==> config.mk <==
export PLATFORM = sky130hd
export DESIGN_NAME = forward_hazard_ctrl
export DESIGN_NICKNAME = d
export VERILOG_FILES = /design/src/rtl/forward_hazard_ctrl_pkg.sv /design/src/rtl/forward_hazard_ctrl_fwd_match.sv /design/src/rtl/forward_hazard_ctrl.sv
export SDC_FILE = /design/constraint.sdc
export NUM_CORES = 1
export LEC_CHECK = 0
export CORE_ASPECT_RATIO = 0.8
export CORE_MARGIN = 2
export CORE_UTILIZATION = 45
export DETAILED_ROUTE_END_ITERATION = 8
export GPL_TIMING_DRIVEN = 0
export PLACE_DENSITY_LB_ADDON = 0.12
export SLEW_MARGIN = 20
export SYNTH_ARGS = -nofsm -noshare
export SYNTH_HDL_FRONTEND = slang
export SYNTH_SLANG_ARGS = --single-unit
export TNS_END_PERCENT = 1
==> constraint.sdc <==
create_clock -name clk -period 5.6 [get_ports clk]
set_input_delay 0.84 -clock clk [delete_from_list [all_inputs] [get_ports clk]]
set_output_delay 0.84 -clock clk [all_outputs]
set_load 0.1 [all_outputs]
==> src/rtl/forward_hazard_ctrl_pkg.sv <==
// Shared types and defaults for the forwarding / hazard control block.
package forward_hazard_ctrl_pkg;

  localparam int unsigned REG_W_DEF = 3;
  localparam int unsigned CNT_W_DEF = 16;

  // EX operand mux select encoding
  typedef enum logic [1:0] {
    FWD_WB  = 2'b00,
    FWD_MEM = 2'b01,
    FWD_REG = 2'b10
  } fwd_sel_e;

endpackage : forward_hazard_ctrl_pkg

==> src/rtl/forward_hazard_ctrl_fwd_match.sv <==
// Per-operand match against the EX/MEM shadow stages and priority select.
module fwd_match
  import forward_hazard_ctrl_pkg::*;
#(
  parameter int unsigned REG_W = REG_W_DEF
) (
  input  logic             op_in_use,
  input  logic [REG_W-1:0] op_src,
  input  logic             ex_vld,
  input  logic             ex_wr,
  input  logic             ex_ld,
  input  logic [REG_W-1:0] ex_dest,
  input  logic             mem_vld,
  input  logic             mem_wr,
  input  logic [REG_W-1:0] mem_dest,
  output logic [1:0]       sel_c,
  output logic             match_ex_c
);

  logic match_mem_c;

  // Newest producer wins; a load in EX cannot forward yet and falls to MEM/reg
  always_comb begin
    match_ex_c  = op_in_use & ex_vld & ex_wr & (ex_dest == op_src);
    match_mem_c = op_in_use & mem_vld & mem_wr & (mem_dest == op_src);
    sel_c       = 2'(FWD_REG);
    if (match_ex_c && !ex_ld) begin
      sel_c = 2'(FWD_MEM);
    end else if (match_mem_c) begin
      sel_c = 2'(FWD_WB);
    end
  end

endmodule : fwd_match

==> src/rtl/forward_hazard_ctrl.sv <==
// Forwarding select generation and load-use stall control for a 5-stage pipe.
module forward_hazard_ctrl
  import forward_hazard_ctrl_pkg::*;
#(
  parameter int unsigned REG_W = REG_W_DEF,
  parameter int unsigned CNT_W = CNT_W_DEF
) (
  input  logic             clk,
  input  logic             rst_n,
  input  logic             id_valid,
  input  logic [REG_W-1:0] id_src1,
  input  logic [REG_W-1:0] id_src2,
  input  logic             id_use_src1,
  input  logic             id_use_src2,
  input  logic             id_use_imm,
  input  logic [REG_W-1:0] id_dest,
  input  logic             id_reg_write,
  input  logic             id_mem_read,
  input  logic             mem_stall,
  input  logic             flush,
  output logic [1:0]       alu_src1_select,
  output logic [1:0]       alu_src2_select,
  output logic             alu_src_select,
  output logic             stall_fetch,
  output logic             ex_bubble,
  output logic [CNT_W-1:0] stall_count
);

  // Shadow stage state
  logic             ex_vld_q,  ex_vld_d;
  logic [REG_W-1:0] ex_dest_q, ex_dest_d;
  logic             ex_wr_q,   ex_wr_d;
  logic             ex_ld_q,   ex_ld_d;
  logic             mem_vld_q,  mem_vld_d;
  logic [REG_W-1:0] mem_dest_q, mem_dest_d;
  logic             mem_wr_q,   mem_wr_d;

  // Registered outputs
  fwd_sel_e         src1_sel_q, src1_sel_d;
  fwd_sel_e         src2_sel_q, src2_sel_d;
  logic             alu_src_sel_q, alu_src_sel_d;
  logic             ex_bubble_q, ex_bubble_d;
  logic [CNT_W-1:0] stall_count_q, stall_count_d;

  logic             op1_in_use_c, op2_in_use_c;
  logic [1:0]       sel1_c, sel2_c;
  logic             match_ex1_c, match_ex2_c;
  logic             load_use_c;

  // Operand usage: an immediate shift amount replaces operand 2
  always_comb begin
    op1_in_use_c = id_valid & id_use_src1;
    op2_in_use_c = id_valid & id_use_src2 & ~id_use_imm;
  end

  fwd_match #(.REG_W(REG_W)) u_fwd_match_src1 (
    .op_in_use  (op1_in_use_c),
    .op_src     (id_src1),
    .ex_vld     (ex_vld_q),
    .ex_wr      (ex_wr_q),
    .ex_ld      (ex_ld_q),
    .ex_dest    (ex_dest_q),
    .mem_vld    (mem_vld_q),
    .mem_wr     (mem_wr_q),
    .mem_dest   (mem_dest_q),
    .sel_c      (sel1_c),
    .match_ex_c (match_ex1_c)
  );

  fwd_match #(.REG_W(REG_W)) u_fwd_match_src2 (
    .op_in_use  (op2_in_use_c),
    .op_src     (id_src2),
    .ex_vld     (ex_vld_q),
    .ex_wr      (ex_wr_q),
    .ex_ld      (ex_ld_q),
    .ex_dest    (ex_dest_q),
    .mem_vld    (mem_vld_q),
    .mem_wr     (mem_wr_q),
    .mem_dest   (mem_dest_q),
    .sel_c      (sel2_c),
    .match_ex_c (match_ex2_c)
  );

  // Load-use hazard and fetch hold; reset masks everything, mem_stall freezes the pipe
  always_comb begin
    load_use_c  = (match_ex1_c | match_ex2_c) & ex_ld_q & ~flush;
    stall_fetch = 1'b0;
    if (rst_n) begin
      stall_fetch = mem_stall | load_use_c;
    end
  end

  // Next-state: hold on mem_stall, bubble on hazard/flush, otherwise advance
  always_comb begin
    ex_vld_d      = ex_vld_q;
    ex_dest_d     = ex_dest_q;
    ex_wr_d       = ex_wr_q;
    ex_ld_d       = ex_ld_q;
    mem_vld_d     = mem_vld_q;
    mem_dest_d    = mem_dest_q;
    mem_wr_d      = mem_wr_q;
    src1_sel_d    = src1_sel_q;
    src2_sel_d    = src2_sel_q;
    alu_src_sel_d = alu_src_sel_q;
    ex_bubble_d   = ex_bubble_q;
    stall_count_d = stall_count_q;

    if (!rst_n) begin
      ex_vld_d      = 1'b0;
      ex_dest_d     = '0;
      ex_wr_d       = 1'b0;
      ex_ld_d       = 1'b0;
      mem_vld_d     = 1'b0;
      mem_dest_d    = '0;
      mem_wr_d      = 1'b0;
      src1_sel_d    = FWD_REG;
      src2_sel_d    = FWD_REG;
      alu_src_sel_d = 1'b0;
      ex_bubble_d   = 1'b1;
      stall_count_d = '0;
    end else if (!mem_stall) begin
      mem_vld_d  = ex_vld_q;
      mem_dest_d = ex_dest_q;
      mem_wr_d   = ex_wr_q;
      if (load_use_c || flush) begin
        ex_vld_d      = 1'b0;
        ex_wr_d       = 1'b0;
        ex_ld_d       = 1'b0;
        src1_sel_d    = FWD_REG;
        src2_sel_d    = FWD_REG;
        alu_src_sel_d = 1'b0;
        ex_bubble_d   = 1'b1;
        if (load_use_c && (stall_count_q != '1)) begin
          stall_count_d = stall_count_q + CNT_W'(1);
        end
      end else begin
        ex_vld_d      = id_valid;
        ex_dest_d     = id_dest;
        ex_wr_d       = id_reg_write;
        ex_ld_d       = id_mem_read;
        src1_sel_d    = fwd_sel_e'(sel1_c);
        src2_sel_d    = id_use_imm ? FWD_REG : fwd_sel_e'(sel2_c);
        alu_src_sel_d = id_use_imm;
        ex_bubble_d   = ~id_valid;
      end
    end
  end

  // State register with synchronous active-low reset folded into next-state
  always_ff @(posedge clk) begin
    ex_vld_q      <= ex_vld_d;
    ex_dest_q     <= ex_dest_d;
    ex_wr_q       <= ex_wr_d;
    ex_ld_q       <= ex_ld_d;
    mem_vld_q     <= mem_vld_d;
    mem_dest_q    <= mem_dest_d;
    mem_wr_q      <= mem_wr_d;
    src1_sel_q    <= src1_sel_d;
    src2_sel_q    <= src2_sel_d;
    alu_src_sel_q <= alu_src_sel_d;
    ex_bubble_q   <= ex_bubble_d;
    stall_count_q <= stall_count_d;
  end

  // Output drive
  always_comb begin
    alu_src1_select = src1_sel_q;
    alu_src2_select = src2_sel_q;
    alu_src_select  = alu_src_sel_q;
    ex_bubble       = ex_bubble_q;
    stall_count     = stall_count_q;
  end

endmodule : forward_hazard_ctrl

== After elaboration in Yosys (flattened, before gate mapping) ==
Index checks and enable logic that the tools add are counted.
Storage, ports and cells
  word-level logic and storage cells: 62
  input bits: 19
  memories: 0
  bits in latches: 0
  register bits after elaboration: 33
  bits in read-only memories: 0
  output and inout bits: 23
  RAM bits: 0
Cells by class
  multipliers: 0
  equal/unequal tests: 5
  muxes and demuxes: 13
  shift operators: 0
  order comparisons: 0
  $add $sub $neg: 1
  reduce and logical (&&, ||, !) cells: 7
  div/mod/pow operators: 0
  bitwise gates (word level): 24
Operators by type and width (number)
  AND 1 bit: 17
  adder 16 x 1 -> 16 bit (second input constant): 1
  != test 16 bit (second input constant): 1
  2-to-1 mux 2 bit: 7
  == test 3 bit: 4
  2-to-1 mux 1 bit: 6
  inverter 1 bit: 5
  logical AND 1 bit: 3
  AND reduction 3 bit: 1
  bitwise OR 1 bit: 2
  AND reduction 2 bit: 1
  zero test 1 bit: 1
  logical OR 1 bit: 1

== Longest topological paths before layout ==
  depth in word-level cells: 11
  depth in mapped cells: 7
  gate-level depth less buffers: 6

== Hierarchy ==
Synthesis repeated with hierarchy kept, for this count alone.
Unflattened totals
  cells, all modules: 196
  area, all modules: 1651.6 sq um
Modules (own cells, without submodules)
  forward_hazard_ctrl: sequential area each 660.6 sq um, area each 1448.9 sq um, cells each 170, times used 1
  fwd_match: sequential area each 0.0 sq um, area each 101.3 sq um, cells each 13, times used 2

== Worst setup path after synthesis ==
No wires, ideal clock.
  kind: input to output
  start: input id_src1[1]
  end: output stall_fetch
  cell stages on the path: 5
  data required time: 4.760 ns
  arrival: 2.322 ns
  path buffers: 0
  path slack: 2.438 ns
  path through: xor2_1 -> nor4_1 -> a22oi_1 -> o21ai_0 -> and2_1
Between the ends
  longest elaborated chain between the ends: 7
Ends and longest elaborated chain
  start: declaration: line forward_hazard_ctrl.sv:11  | input logic [REG_W-1:0] id_src1,
  == test 3 bit: line forward_hazard_ctrl_fwd_match.sv:24  | match_ex_c = op_in_use & ex_vld & ex_wr & (ex_dest == op_src);
  AND 1 bit: line forward_hazard_ctrl_fwd_match.sv:24
  bitwise OR 1 bit: line forward_hazard_ctrl.sv:86  | load_use_c = (match_ex1_c | match_ex2_c) & ex_ld_q & ~flush;
  AND 1 bit (2 in a row): line forward_hazard_ctrl.sv:86
  bitwise OR 1 bit: line forward_hazard_ctrl.sv:89  | stall_fetch = mem_stall | load_use_c;
  2-to-1 mux 1 bit: line forward_hazard_ctrl.sv:88  | if (rst_n) begin
  end: declaration: line forward_hazard_ctrl.sv:24  | output logic stall_fetch,
Every way passes these cells.

== Worst setup path after layout ==
  start: input id_valid
  end: output stall_fetch
Between the ends
  longest elaborated chain between the ends: 10
  elaborated cells between the ends (all ways): 14
  those cells by class: 1 x mux; 13 x bitwise
Ends and longest elaborated chain
  start: declaration: line forward_hazard_ctrl.sv:10  | input logic id_valid,
  AND 1 bit (2 in a row): line forward_hazard_ctrl.sv:53  | op2_in_use_c = id_valid & id_use_src2 & ~id_use_imm;
  AND 1 bit (3 in a row): line forward_hazard_ctrl_fwd_match.sv:24
  bitwise OR 1 bit *: line forward_hazard_ctrl.sv:86
  AND 1 bit * (2 in a row): line forward_hazard_ctrl.sv:86
  bitwise OR 1 bit *: line forward_hazard_ctrl.sv:89
  2-to-1 mux 1 bit *: line forward_hazard_ctrl.sv:88
Mark *: on every way between the ends. The rest lies on a longest branch, timed or not.

==> tab_implementation.tex <==
\begin{tabular}{lr}
\hline
Metric & Value \\
\hline
\multicolumn{2}{l}{\textbf{Timing}} \\
Number of max-slew violations in the final report & 0 \\
Hold Violations, Final & 0 \\
Highest achievable clock rate & 0.234 GHz \\
Final total negative setup slack & 0 ns \\
Final critical delay including setup and external delays & 4.27 ns \\
Worst-Margin Slew & 0.985 ns \\
RSZ-0062 raised after global routing & no \\
Final setup violation count & 0 \\
Period utilization & 0.762 \\
Worst max-slew margin expressed relative to the limit & 0.341 \\
Clk\_skew & 0.00375 ns \\
\multicolumn{2}{l}{\textbf{Setup path}} \\
Type of origin of the critical path & input pin \\
Worst Path Class, Setup & in -> out \\
WP data arrival & 3.43 ns \\
Minimum setup slack among reg-to-reg paths & 3.52 ns \\
Worst EP required & 4.76 ns \\
Worst setup EP type & output port \\
Worst Reg2Reg Path Length in Cells & 6 \\
Critical path peak fanout & 5 \\
\multicolumn{2}{l}{\textbf{Synth}} \\
Portion of the post-synthesis area used by sequential elements & 0.396 \\
Warnings, synthesis & 0 \\
Mean instance size in the synthesized netlist & 8.55 um2 \\
Number of library cell types mapped by synthesis & 39 \\
Number of enable flip-flop cells after synthesis & 0 \\
Net count of the mapped netlist & 215 \\
Area of the mapped netlist & 0.00167 mm2 \\
Number of instances in the synthesized netlist & 195 \\
Share of synthesized registers carrying an async set or reset & 0 \\
Predominant post-synthesis flop cell & dfxtp\_1 \\
Flops \& latches, synth & 33 \\
\multicolumn{2}{l}{\textbf{Global routing}} \\
Grt total ovfl & 0 \\
First-pass GRT wire length & 6940 um \\
Number of global-route vias before repair & 1419 \\
Most heavily used metal layer in global routing & met1 \\
Met1 capacity usage during global routing & 0.343 \\
M2 GR Usage & 0.278 \\
Total global routing track utilization & 0.217 \\
Pin count of the biggest net entering global routing & 11 \\
GRT met3 Usage & 0.0548 \\
Initial antenna violation count & 0 \\
\multicolumn{2}{l}{\textbf{Floorplan}} \\
Die Width & 72.1 um \\
Starting density of the core & 0.477 \\
Core Region & 0.00349 mm2 \\
Area of the die & 0.00421 mm2 \\
Number of placement rows & 19 \\
Die Y & 58.5 um \\
Total I/O pin count & 42 \\
\multicolumn{2}{l}{\textbf{Finish}} \\
Register cell area after layout & 661 um2 \\
Share of cells above drive strength 1 & 0.0535 \\
\# fillers & 331 \\
Total inserted antenna cells & 0 \\
Post-layout nets & 262 \\
Count of non-filler cells in the finished layout & 285 \\
Multi-input gate area & 947 um2 \\
Growth of design area from synthesis to finish & 32.1\% \\
\multicolumn{2}{l}{\textbf{Drt}} \\
Violation count after the first detailed-routing iteration & 156 \\
Total via count after detailed routing & 1596 \\
Number of DRC violations after detailed routing & 0 \\
Mean routed wirelength per cell & 14.5 um \\
Post-route ant nets & 0 \\
Total Wirelength & 4140 um \\
Number of search-and-repair iterations in the first detailed-routing pass & 4 \\
Routed via count divided by cell count & 5.60 \\
\multicolumn{2}{l}{\textbf{CTS}} \\
Skew-Pair Late Insertion Delay & 0.28 ns \\
Number of buffers created by CTS & 5 \\
TritonCTS Sinks & 33 \\
Total of hold buffers inserted after clock tree synthesis & 0 \\
Count of instances resized after the clock tree is built & 0 \\
Clock transition at the registers of the reported paths & 0.06 ns \\
Clock tree buffer depth & 2 \\
Post CTS Setup Buffer Count & 0 \\
CTS Root Buffer Type & clkbuf\_8 \\
TritonCTS clock tree & done \\
\# H-tree levels & 2 \\
\multicolumn{2}{l}{\textbf{Placement}} \\
HPWL after DPL & 3100 um \\
Buffers added on ports & 40 \\
Number of cells in the design after placement & 277 \\
Placer congestion estimate & 0.874 \\
\multicolumn{2}{l}{\textbf{Power and ir drop}} \\
Leakage power & 0.775 nW \\
Pwr dens & 209 mW/mm2 \\
Worst ir drop on vdd & 0.140 mV \\
\multicolumn{2}{l}{\textbf{Worst hold path}} \\
Number of cells on the worst hold path & 2 \\
Worst min path class & reg -> reg \\
\multicolumn{2}{l}{\textbf{Status}} \\
Outcome & complete, no violations \\
\multicolumn{2}{l}{\textbf{Flow run}} \\
Maxcap violations & 0 \\
\hline
\end{tabular}
## power breakdown
group | leakage (nW) | switching [W] | internal, W
Combinational | 0.463 | 0.0000275 | 0.0000207
Clock | 0.0450 | 0.0000854 | 0.0000860
Sequential | 0.267 | 0.00000380 | 0.000238
Total | 0.775 | 0.000117 | 0.000345
## through the flow
| step | total power [W] | instance area (um2) | setup WS [ns] | utilization | hold WS [ns] |
|---|---|---|---|---|---|
| after floorplan | 0.000273 | 1670 | 2.44 | - | 0.477 |
| after global placement | 0.000295 | 2120 | 1.34 | 0.607 | 0.464 |
| after detailed placement | 0.000296 | 2120 | 1.34 | 0.607 | 0.467 |
| after CTS | 0.000464 | 2200 | 1.33 | 0.631 | 0.482 |
| after global routing | 0.000483 | 2200 | 1.17 | 0.631 | 0.492 |
| final | 0.000461 | 2200 | 1.33 | 0.631 | 0.480 |
## state kept, by name, indices dropped and copies added, names as in the netlist
| name | flops |
|---|---|
| alu_src1_select | 2 |
| alu_src2_select | 2 |
| alu_src_select | 1 |
| ex_bubble | 1 |
| ex_dest_q | 3 |
| ex_ld_q | 1 |
| ex_vld_q | 1 |
| ex_wr_q | 1 |
| mem_dest_q | 3 |
| mem_vld_q | 1 |
| mem_wr_q | 1 |
| stall_count | 16 |
## worst max-delay path, stage by stage
cell and delay, ns:
clkdlybuf4s50_1 0.56, nand4_1 0.16, nor4_1 0.30, a22oi_1 0.15, o21ai_0 0.14, and2_1 0.14
clkdlybuf4s50_1 1.13
## synth_stat cells, types with 3 or more instances
cell type  count  share of area
or3_1         10          0.038
nand3_1       12          0.036
nor2_1         9          0.020
dfxtp_1       33           0.40
nand2_1       18          0.041
xor2_1        12          0.063
o21ai_0       16          0.048
inv_1          3         0.0068
a21oi_1       11          0.033
and3_1         3          0.011
nor3_1         4          0.012
nand4_1       10          0.038
mux2i_1        8          0.048
clkbuf_1       9          0.020
and4_1         3          0.016
a22oi_1        4          0.018
## layer usage
metal	vias to the layer above	share of wire
li1	819	-
met1	724	0.52
met2	48	0.40
met3	5	0.069
met4	0	0.0087
met5	-	0
## area by class of cell
cell class,count,share of cell area
Clock inverter,2,0.00454
Timing Repair Buffer,40,0.182
Buffer,11,0.0221
Inverter,3,0.00511
Clock buffer,6,0.0329
Sequential cell,33,0.300
Tap cell,42,0.0239
Multi-Input combinational cell,148,0.430
## final timing paths
| kind | from | endpoint |
|---|---|---|
| setup reg to reg | ex_dest_q[2] | stall_count[5] |
| hold reg to reg | alu_src2_select[0] | alu_src2_select[0] |
| setup / recovery | id_valid | stall_fetch |
| hold / removal | alu_src2_select[0] | alu_src2_select[0] |
## cells by family (layout without fill, tap and decap cells)
kind of cell | after synthesis | count (layout) | share of synthesized area
fa+ha+maj | 1 | 1 | 0.00750
compound gates | 40 | 40 | 0.147
buf+inv | 14 | 62 | 0.0360
xor+xnor | 12 | 12 | 0.0630
flops | 33 | 33 | 0.396
mux | 8 | 8 | 0.0480
simple gates | 87 | 87 | 0.302
## placed cells by master, fill, tap and decap left out, types with 2 or more instances in the layout
master | Yosys | final
clkdlybuf4s50_1 | 0 | 40
dfxtp_1 | 33 | 33
nand2_1 | 18 | 18
o21ai_0 | 16 | 16
xor2_1 | 12 | 12
nand3_1 | 12 | 12
a21oi_1 | 11 | 11
clkbuf_1 | 9 | 10
nand4_1 | 10 | 10
or3_1 | 10 | 10
nor2_1 | 9 | 9
mux2i_1 | 8 | 8
clkbuf_8 | 0 | 5
a22oi_1 | 4 | 4
nor3_1 | 4 | 4
inv_1 | 3 | 3
and4_1 | 3 | 3
and3_1 | 3 | 3
nor4_1 | 2 | 2
nor3b_1 | 2 | 2
o41ai_1 | 2 | 2
nand2b_1 | 2 | 2
nand4b_1 | 2 | 2
or4_1 | 2 | 2
o31a_1 | 2 | 2
clkinv_2 | 0 | 2
Note: power is estimated with default switching activity, not from simulation.
==> RTL edit 1: new RTL, same flow settings <==
`REG_W_DEF`: 3 -> 4.
--- a/src/rtl/forward_hazard_ctrl_pkg.sv
+++ b/src/rtl/forward_hazard_ctrl_pkg.sv
@@ -2,5 +2,5 @@
 package forward_hazard_ctrl_pkg;
 
-  localparam int unsigned REG_W_DEF = 3;
+  localparam int unsigned REG_W_DEF = 4;
   localparam int unsigned CNT_W_DEF = 16;
 
Interface: changed (resized id_dest, id_src1 and id_src2); port bits go from 42 to 45. The function was not compared with the original's and may differ.
==> RTL edit 1 against the unedited design <==
- die area increased by 7.9%
- critical path type unchanged
- highest routed layer unchanged
- sequential cell count increased by 2
- routed wire length increased by 11%
- sequential share of layout area decreased by 0.68 points
- power increased by 7.3%
- first-iteration DRC count decreased by 26%
- register-to-register slack got worse by 0.14 ns
- critical endpoint unchanged
- combinational power increased by 23%
- design area increased by 8.5%
- synthesized area increased by 8.4%
- setup slack got worse by 0.39 ns
- maximum frequency decreased by 8.3%
- clock skew increased by 0.0041 ns
==> RTL edit 1: results (changes against the unedited design) <==
* Status: completed
* Comb power at 0.0000593 W (+23%)
* LEAKAGE at 0.830 nW (+7.1%)
* Worst path max stage delay at 1.13 ns (about the same)
* Reg power frac at 51.9% (-0.5 points)
* Vias in the first global route at 1,518 (+7.0%)
* Maximum vdd drop at 0.117 mV (-17%)
* First-pass DRT Iterations at 4 (unchanged)
* Min-delay worst type: reg2reg
* I/O Buffers at 43 (+7.5%)
* Drt total wl at 4600 microns (+11%)
* Internal at 0.000364 W (+5.6%)
* Hold EP: alu_src_select
* Worst reg-to-reg setup slack at 3.38 ns (-0.14 ns)
* Hold Startpoint: alu_src_select
* Reg2Reg Depth at 8 (+2)
* Psw at 0.000131 W (+12%)
* Initial DRC count at 115 (-26%)
* Nets at 280 (+6.9%)
* RR Endpoint: stall_count[6]
* Overall Global Routing Usage at 22.0% (+0.37 points)
* Hold Crit Depth at 2 (unchanged)
* First-pass GRT wire length at 7460 microns (+7.4%)
* Synth warn at 0 (unchanged)
* Top post-synthesis cells by area: dfxtp_1 (39%), o31ai_1 (5.8%), or4_1 (5.8%)
* Post-cts resize count at 0 (unchanged)
* Number of diodes at 0 (unchanged)
* Mapped Cells at 207 (+6.2%)
* Post-synth top cells: dfxtp_1 (35), nand2_1 (22), o31ai_1 (14), or4_1 (14), a21oi_1 (13)
* Tcrit/Tclk final at 83.1% (+6.9 points)
* Worst Setup SP: id_src1[1]
* GPL Wtd Cong at 0.865 (-1.0%)
* Net count after synthesis at 230 (+7.0%)
* Max_slew headroom at 34.5% (+0.37 points)
* Worst clock skew at 0.00786 ns (+0.00411 ns)
* Skew-Pair Late Insertion Delay at a little under 0.3 ns
* Largest net degree at the start of global routing at 12 (+1)
* Crit path DAT at 3.81 ns (+0.38 ns)
* Hold WS at 0.493 ns (+0.0136 ns)
* Post-synth cell types at 41 (+5.1%)
* Filler cell count at 353 (+6.6%)
* Layout cells sized above 1 at 8.14% (+2.8 points)
* Vias at 1,723 (+8.0%)
* # H-tree levels at 2 (unchanged)
* Seq/Total Area, Yosys at 38.8% (-0.86 points)
* Non-Filler Instances at 313 (+9.8%)
* DP HPWL at 3380 microns (+8.9%)
* Initial antenna violation count at 0 (unchanged)
* Placed insts at 305 (+10%)
* Crit-path max FO at 10 (+5)
* Worst slack at placement at 0.994 ns (-0.343 ns)
* RR Startpoint: stall_count[0]
* FF/Latch Area at 701 sq um (+6.1%)
* Area post-placement at 2310 sq um (+8.8%)
* Max clock buf depth at 2 (unchanged)
==> RTL edit 1: layer usage <==
layer,GRT usage (%),vias to the layer above,wire (microns)
met5,0,-,0
met4,6.63,0,46
met3,6.64,5,352
met2,27.1,67,1760
met1,35.6,783,2440
li1,-,868,-
==> RTL edit 1: kinds of logic after synthesis <==
group | after synthesis | synth area share, %
muxes | 10 | 5.54
adders and majority gates | 1 | 0.692
DFF | 35 | 38.8
and+or+nand+nor | 80 | 24.4
AOI/OAI and AO/OA | 47 | 18.1
buffers and inverters | 18 | 4.77
xor gates and xnor gates | 16 | 7.75
==> RTL edit 1: cell type report <==
| cell class | instances | share of cell area [%] |
|---|---|---|
| flip-flops and latches | 35 | 29.3 |
| well taps | 55 | 2.88 |
| clock inverters | 3 | 0.628 |
| clock buffers | 5 | 2.88 |
| multi-input cells | 154 | 42.7 |
| repair buffers | 43 | 18.0 |
| inverters | 5 | 0.785 |
| plain buffers | 13 | 2.83 |
==> RTL edit 2: new RTL, config.mk and constraints unchanged <==
Made on the original files. Put a register stage on the output `stall_count`, without a reset. The value now appears one clock later. The other outputs are not delayed to match.
--- a/src/rtl/forward_hazard_ctrl.sv
+++ b/src/rtl/forward_hazard_ctrl.sv
@@ -26,4 +26,6 @@
   output logic [CNT_W-1:0] stall_count
 );
+
+  logic [CNT_W-1:0] stall_count_c;
 
   // Shadow stage state
@@ -169,5 +171,9 @@
     alu_src_select  = alu_src_sel_q;
     ex_bubble       = ex_bubble_q;
-    stall_count     = stall_count_q;
+    stall_count_c   = stall_count_q;
+  end
+
+  always_ff @(posedge clk) begin
+    stall_count <= stall_count_c;
   end
 
Function: changed (Yosys sat finds a counterexample within 4 cycles, from zero or initial values and one cycle with rst_n low).
==> RTL edit 2 against the unedited design <==
- design area up 18%
- combinational power grew 4%
- sequential cell count up 16
- maximum frequency down 9.1%
- power grew 43%
- routed wire length is 3.5% higher
- hold slack lost 0.096 ns
- synthesized area is 21% higher
- setup slack worse by 0.42 ns
- sequential power rose by 47%
- cell count up 12%
- critical endpoint unchanged
- highest routed layer unchanged
==> RTL edit 2: results (changes against the unedited design) <==
* Post-synthesis compound-gate area fraction at 11.0% (-3.7 points)
* Average wire per standard cell at 13.5 microns (-7.2%)
* Top post-synthesis cells by area: dfxtp_1 (49%), mux2i_1 (6.5%), xor2_1 (5.2%)
* Post-route antenna net violation count at 0 (unchanged)
* Hold WS at 0.384 ns (-0.0958 ns)
* Worst path max stage delay at roughly 1.1 ns
* Nets at 280 (+6.9%)
* Initial DRC count at 88 (-44%)
* GPL Wtd Cong at 0.873 (-0.21%)
* Vias in the first global route at 1,547 (+9.0%)
* First-pass GRT wire length at 7370 microns (+6.2%)
* Setup-failing EPs final at 0 (unchanged)
* Worst-path clk slew at 0.10 ns (+0.04 ns)
* Reg power frac at 54.0% (+1.6 points)
* Clk network pwr share at 38.4% (+1.2 points)
* Synth Area in Adders at 0.620% (-0.13 points)
* # H-tree levels at 2 (unchanged)
* Post-synth top cells: dfxtp_1 (49), nand2_1 (21), nor2_1 (16)
* Synth Area in XOR/XNOR at 5.21% (-1.1 points)
* Filler cell count at 369 (+11%)
* Hold Crit Depth at 0 (-2)
* Fin crit period at 4.69 ns (+0.425 ns)
* RR Startpoint: stall_count_c[0]
* DP HPWL at 3010 microns (-2.9%)
* LEAKAGE at 0.933 nW (+20%)
* Hold EP: stall_count[4]
* Crit-path max FO at 10 (+5)
* Worst-margin pin slew at 0.973 ns (-0.0123 ns)
* Skew-Pair Late Insertion Delay at 0.31 ns (+0.03 ns)
* Crit path DAT at 3.85 ns (+0.42 ns)
* Layout cells sized above 1 at 6.90% (+1.5 points)
* Overall Global Routing Usage at 18.7% (-3.0 points)
* Net count after synthesis at 233 (+8.4%)
* Vias at 1,650 (+3.4%)
* Hold Startpoint: stall_count_c[4]
* Post-cts resize count at 0 (unchanged)
* Synth warn at 0 (unchanged)
* Seq/Total Area, Yosys at 48.6% (+9.0 points)
* Reg2Reg Depth at 8 (+2)
* Worst slack at placement at 0.949 ns (-0.388 ns)
* Worst clock skew at 0.0126 ns (+0.00883 ns)
* Status: completed
* Total Power at 0.000658 W (+43%)
* Largest net degree at the start of global routing at 17 (+6)
* Maximum vdd drop at 0.165 mV (+18%)
* Multiplexer share of the synthesized area at 6.45% (+1.7 points)
* Post-synth cell types at 33 (-15%)
* CP max-delay cell: clkdlybuf4s50_1
* RR Endpoint: stall_count_c[8]
* Sw Share at 23.0% (-2.3 points)
* Worst reg-to-reg setup slack at 3.46 ns (-0.06 ns)
* Total CTS buffers at 5 (unchanged)
RTL edit 2: cell count changes after synthesis, sizes merged, moves of 5 or more:
cell   unedited run  this run
nor2              9        16
mux2i             8        13
o21ai            17         8
a22o              0         6
dfxtp            33        49
or3              10         5
RTL edit 2: per-stage QoR:
stage / instance area [sq um] / std cells
final: 2600 / 318
after global routing: 2600 / 318
after CTS: 2600 / 318
after detailed placement: 2490 / 310
after global placement: 2490 / 310
after floorplan: 2020 / 213
RTL edit 2: cell type report:
type	count	area share [%]
Sequential cell	49	37.7
Clock buffer	5	2.65
Buffer	11	2.31
Inverter	6	0.866
Clock inverter	3	1.68
Timing Repair Buffer	40	15.4
Multi-Input combinational cell	147	36.7
Tap cell	57	2.74
RTL edit 2: routing by layer:
layer / vias to the layer above / share of wire, % / global-route usage [%]
met5: - / 0 / 0
met2: 36 / 42 / 25.5
met3: 6 / 5.2 / 5.51
met1: 747 / 52 / 27.7
met4: 0 / 1.3 / 6.47
li1: 861 / - / -
